### config.mk
export PLATFORM = sky130hd
export DESIGN_NAME = matrix_mul_engine
export DESIGN_NICKNAME = d
export VERILOG_FILES = /design/src/rtl/matrix_mul_engine.sv
export SDC_FILE = /design/constraint.sdc
export NUM_CORES = 2
export LEC_CHECK = 0
export BUFFER_PORTS_ARGS = -buffer_cell sky130_fd_sc_hd__buf_2
export CAP_MARGIN = 5
export CORE_UTILIZATION = 35
export DETAILED_ROUTE_END_ITERATION = 10
export MAX_ROUTING_LAYER = met4
export PLACE_DENSITY = 0.55
export SYNTH_ARGS = -nofsm -noshare
export SYNTH_HDL_FRONTEND = slang
export SYNTH_SLANG_ARGS = --single-unit
### constraint.sdc
create_clock -name clock -period 11.2 [get_ports clock]
set_clock_uncertainty 0.2 [all_clocks]
set_input_delay 0.56 -clock clock [delete_from_list [all_inputs] [get_ports clock]]
set_output_delay 0.56 -clock clock [all_outputs]
set_load 0.005 [all_outputs]
### src/rtl/matrix_mul_engine.sv
// NxN output-stationary matrix multiplier C = A x B: element-wise operand load,
// start/busy/done control and a row-major valid/ready result stream.
module matrix_mul_engine #(
  parameter int DATA_WIDTH = 8,
  parameter int N          = 3,
  parameter int ACC_WIDTH  = 2*DATA_WIDTH + $clog2(N),
  parameter int SIGNED     = 0
) (
  input  logic                  clock,
  input  logic                  reset,
  input  logic                  wr_en,
  input  logic                  wr_sel,
  input  logic [$clog2(N)-1:0]  wr_row,
  input  logic [$clog2(N)-1:0]  wr_col,
  input  logic [DATA_WIDTH-1:0] wr_data,
  input  logic                  start,
  output logic                  busy,
  output logic                  done,
  output logic                  res_valid,
  input  logic                  res_ready,
  output logic [ACC_WIDTH-1:0]  res_data,
  output logic [$clog2(N)-1:0]  res_row,
  output logic [$clog2(N)-1:0]  res_col,
  output logic                  res_last
);

  localparam int IW = $clog2(N);
  localparam logic [IW-1:0] LAST  = IW'(N - 1);
  localparam logic [IW:0]   N_EXT = (IW + 1)'(N);

  typedef enum logic [1:0] {IDLE, COMPUTE, DRAIN} state_t;

  state_t                state, state_nx;
  logic [DATA_WIDTH-1:0] mat_a [N][N];
  logic [DATA_WIDTH-1:0] mat_b [N][N];
  logic [ACC_WIDTH-1:0]  acc   [N][N];
  logic [IW-1:0]         k, out_row, out_col;
  logic                  done_q;
  logic                  xfer;
  logic                  wr_ok;

  // Full 2*DATA_WIDTH product, extended to the accumulator according to operand signedness.
  function automatic logic [ACC_WIDTH-1:0] ext_product(input logic [DATA_WIDTH-1:0] a,
                                                       input logic [DATA_WIDTH-1:0] b);
    logic signed [2*DATA_WIDTH-1:0] prod_s;
    logic        [2*DATA_WIDTH-1:0] prod_u;
    prod_s = $signed({{DATA_WIDTH{a[DATA_WIDTH-1]}}, a}) *
             $signed({{DATA_WIDTH{b[DATA_WIDTH-1]}}, b});
    prod_u = {{DATA_WIDTH{1'b0}}, a} * {{DATA_WIDTH{1'b0}}, b};
    if (SIGNED != 0) return ACC_WIDTH'(prod_s);
    return ACC_WIDTH'(prod_u);
  endfunction

  assign xfer  = res_valid & res_ready;
  assign wr_ok = wr_en && (state == IDLE) &&
                 ({1'b0, wr_row} < N_EXT) && ({1'b0, wr_col} < N_EXT);
  assign done  = done_q;

  always_ff @(posedge clock or negedge reset) begin
    if (!reset) state <= IDLE;
    else        state <= state_nx;
  end

  always_comb begin
    state_nx = state;
    case (state)
      IDLE:    if (start) state_nx = COMPUTE;
      COMPUTE: if (k == LAST) state_nx = DRAIN;
      DRAIN:   if (xfer && res_last) state_nx = IDLE;
      default: state_nx = IDLE;
    endcase
  end

  always_comb begin
    busy      = (state != IDLE);
    res_valid = (state == DRAIN);
    res_last  = (state == DRAIN) && (out_row == LAST) && (out_col == LAST);
    res_data  = (state == DRAIN) ? acc[out_row][out_col] : '0;
    res_row   = out_row;
    res_col   = out_col;
  end

  always_ff @(posedge clock or negedge reset) begin
    if (!reset) begin
      k       <= '0;
      out_row <= '0;
      out_col <= '0;
      done_q  <= 1'b0;
    end else begin
      done_q <= (state == DRAIN) && xfer && res_last;
      case (state)
        IDLE: k <= '0;
        COMPUTE: begin
          if (k == LAST) begin
            k       <= '0;
            out_row <= '0;
            out_col <= '0;
          end else begin
            k <= k + IW'(1);
          end
        end
        DRAIN: begin
          if (xfer) begin
            if (out_col == LAST) begin
              out_col <= '0;
              out_row <= (out_row == LAST) ? '0 : out_row + IW'(1);
            end else begin
              out_col <= out_col + IW'(1);
            end
          end
        end
        default: k <= '0;
      endcase
    end
  end

  // Operand store: writable only while idle, frozen for the duration of a job.
  always_ff @(posedge clock or negedge reset) begin
    if (!reset) begin
      for (int m = 0; m < N; m++)
        for (int n = 0; n < N; n++) begin
          mat_a[m][n] <= '0;
          mat_b[m][n] <= '0;
        end
    end else if (wr_ok) begin
      if (wr_sel) mat_b[wr_row][wr_col] <= wr_data;
      else        mat_a[wr_row][wr_col] <= wr_data;
    end
  end

  // MAC array: one rank-1 update per COMPUTE cycle, restarting the sum at k==0.
  always_ff @(posedge clock or negedge reset) begin
    if (!reset) begin
      for (int m = 0; m < N; m++)
        for (int n = 0; n < N; n++)
          acc[m][n] <= '0;
    end else if (state == COMPUTE) begin
      for (int m = 0; m < N; m++)
        for (int n = 0; n < N; n++)
          acc[m][n] <= ((k == '0) ? '0 : acc[m][n]) + ext_product(mat_a[m][k], mat_b[k][n]);
    end
  end

endmodule
==> results by group <==
Timing
  – Rel. slew slack: between 20% and 30%
  – Final Setup Violations: 0
  – RSZ-0062 raised after global routing: false
  – Final slew viol count: 0
  – Final worst slack: 3.720 ns
  – Hold slack: ~0.036 ns
  – FMAX: 0.1337 GHz
  – Final Critical Period: 7.480 ns
  – Final Hold Vio Count: 0
  – Worst Max-Slew Pin Slew: around 1.1 ns
  – Final period utilization: between 60% and 70%
  – TNS Setup: 0 ns

CTS
  – Worst skew pair latency: ~0.62 ns
  – Root Buffer: clkbuf_16
  – Post_cts resized: 0
  – TritonCTS Sinks: roughly 320
  – Clk pin slew, worst setup/hold paths: approximately 0.06 ns
  – CTS tree: yes
  – Number of CTS-inserted buffers: 42
  – H-tree depth: 2
  – Clock buffer depth: 3

Worst setup path
  – CP Launch Point: k[0]
  – Setup crit start kind: register
  – Crit path DAT: approximately 7.8 ns
  – CP Class: register to register
  – CP Cell Sequence: nor2b_4 > buf_4 > a21o_1 > nand2_1 > fa_1 > inv_1 > ha_1 > ha_1 > inv_1 > fa_1 > inv_1 > ha_1 > fa_1 > a21oi_1 > o2111ai_1 > a311oi_1 > o2111ai_1 > o311ai_1 > mux2i_1 > a21oi_1
  – R2R Path Start: k[0]
  – Worst-path fanout max: 32
  – Critical Path Sink Type: register
  – CP required: around 11 ns
  – Slowest stage cell, crit path: nor2b_4
  – CP bufs+invs: 4
  – Max incr delay on CP: roughly 0.85 ns
  – Crit-path leading delay family: compound AO/OA/AOI/OAI gates

Logic synthesis
  – Syn avg cell area: slightly below 9 um^2
  – Top FF cell, synth: dfrtp_1
  – Netlist cell types: 74
  – Yosys warns: 0
  – Async set-reset flop share out of synthesis: 100.0%
  – Synth Register Bits: about 320
  – Synthesized area: about 38,000 um^2
  – Post-synthesis sequential area ratio: between 20 and 25%
  – Post-Syn Nets: approximately 5,200
  – Post-synth EDFFs: 0
  – Post-synthesis cell count: approximately 4,400

Die
  – # rows: 120
  – I/O pins: between 40 and 50
  – Die area: 110,700 um^2
  – Die width: between 300 and 400 um
  – Die height: between 300 and 400 um
  – Core region area: about 110,000 um^2
  – Initial core utilization: 35.51%

Final layout
  – FF/Latch Area: between 7000 and 8000 um^2
  – Finished Cell Area: 41,760 um^2
  – Layout cells sized above 1: 8.905%
  – Final nets: between 5,000 and 6,000
  – Area Overhead vs Synth: 9.079%
  – Multi-input gate area: 26,940 um^2
  – Filler cell count: approximately 11,000

Global route
  – Initial antenna violation count: 4
  – Number of global-route vias before repair: 30,950
  – First-pass GRT wire length: 189,000 um
  – Gr usage total: approximately 23%
  – Global route overflow: 0
  – Largest net degree at the start of global routing: ~160

Placement
  – Pre-CTS setup slack: around 3.8 ns
  – Final GP Congestion: 0.8971
  – I/O Buffers: between 40 and 50
  – DP Wirelength: a little under 90,000 um
  – Area after DPL: between 40,000 and 50,000 um^2

Min path
  – Hold_sp: start
  – Worst hold path class: input pin to register

Detailed routing
  – DRC viols: 0
  – Via Count: around 30,000
  – Drt total wl: between 100,000 and 150,000 um
  – Antenna violation net count after detailed routing: 0
  – Initial DRC count: between 2,000 and 2,500
  – Routed len/inst: around 21 um
  – Drt first pass iters: 5
  – DR vias/cell: 5.221

Power and ir drop
  – Power per cell area: 170.5 nW/um^2
  – Peak supply drop: around 0.21 mV
  – Standby leakage power: between 20 and 25 nW
  – Pwr Total: between 7 and 8 mW

Run
  – Max cap viols: 0

Status
  – Status: finished clean
-- per-stage QoR --
step,utilization (%),std cells
2_1_floorplan,-,4421
3_3_place_gp,37.28,5729
3_5_place_dp,37.28,5729
4_1_cts,38.72,5804
5_1_grt,38.74,5807
6_report,38.74,5808
-- cells by family after synthesis --
kind of cell | after synthesis | synth area share (%)
and+or+nand+nor | 1404 | 15.82
muxes | 263 | 7.370
xor gates and xnor gates | 76 | 1.739
buffers and inverters | 971 | 9.553
adders and majority gates | 810 | 35.30
DFF | 315 | 20.59
AOI/OAI and AO/OA | 582 | 9.638
-- layout make-up --
type	instances	share of cell area, %
diodes	3	0.01798
clock buffers	60	2.942
clock inverters	14	0.7550
inverters	771	6.930
multi-input cells	3135	64.50
flip-flops and latches	315	18.89
well taps	1403	4.203
repair buffers	107	1.756
-- power by group --
| group | total (mW) | switching (mW) | internal [mW] |
|---|---|---|---|
| sequential | 1.70 | 0.273 | 1.42 |
| clock | 1.55 | 0.617 | 0.932 |
| combinational | 3.87 | 2.73 | 1.14 |
| total | 7.12 | 3.62 | 3.49 |
-- placed cells by master (no fill, tap or decap), types with 60 or more instances in the layout --
master   instances
inv_1          771
fa_1           450
mux2i_1        115
a21oi_1        149
nor2_1         519
o21ai_0        136
dfrtp_1        311
ha_1           360
a21o_1          77
mux2_2         147
buf_4           60
nand2_1        569
and2_1          80
-- metal layers --
layer	track usage, %	vias to the layer above	share of wire (%)
met4	8.834	0	4.3
met1	30.45	15370	45
met2	36.13	857	45
li1	-	13890	-
met5	-	-	0
met3	2.507	206	5.7
-- final timing paths --
kind	depth (start not counted)	endpoint	slack, ns
worst max-delay path	20	acc[143]	3.72
worst min register to register	2	acc[152]	0.29
min in group asynchronous	2	mat_a[17]	0.41
worst max register to register	20	acc[143]	3.72
max in group asynchronous	4	res_row[1]	8.03
worst min-delay path	3	state[0]	0.04
-- worst reg2reg max path: stages (launching register included) --
cell       delay [ns]
dfrtp_2          0.61
nor2b_4          0.86
buf_4            0.51
a21o_1           0.74
nand2_1          0.17
fa_1             0.54
inv_1            0.04
ha_1             0.27
ha_1             0.28
inv_1            0.05
fa_1             0.47
inv_1            0.04
ha_1             0.21
fa_1             0.47
a21oi_1          0.28
o2111ai_1        0.29
a311oi_1         0.67
o2111ai_1        0.19
o311ai_1         0.15
mux2i_1          0.24
a21oi_1          0.09
-- registers in the layout (all words and copies together) (netlist names) --
register / count
state: 2
k: 2
mat_a: 72
acc: 162
mat_b: 72
done: 1
res_row: 2
res_col: 2
-- Yosys cell counts, types with 17 or more instances --
cell      number  area (um^2)
inv_1        771         2894
nand2_1      569         2136
nor2_1       520         1952
fa_1         450         9009
ha_1         360         4504
dfrtp_1      315         7883
a21oi_1      179        895.9
clkbuf_1     161        604.3
mux2_2       147         1655
o21ai_0      136        680.7
mux2i_1      115         1151
and2_1        80        500.5
a21o_1        77        578.1
a211oi_1      53        397.9
xnor2_1       42        367.9
nand2b_1      41        256.5
nor3_1        40        200.2
nand3_1       34        170.2
xor2_1        34        297.8
buf_1         29        108.9
nor3b_1       27        202.7
o31ai_1       23        172.7
and3_1        19        118.9
a31oi_1       17        106.4
-- timing repair --
item | 4_1_cts | 5_1_grt
hold endpoints to repair | 96 | 0
hold buffers | 1 | 0
setup buffers | 0 | 0
No activity file was read; power rests on OpenSTA's default activity.
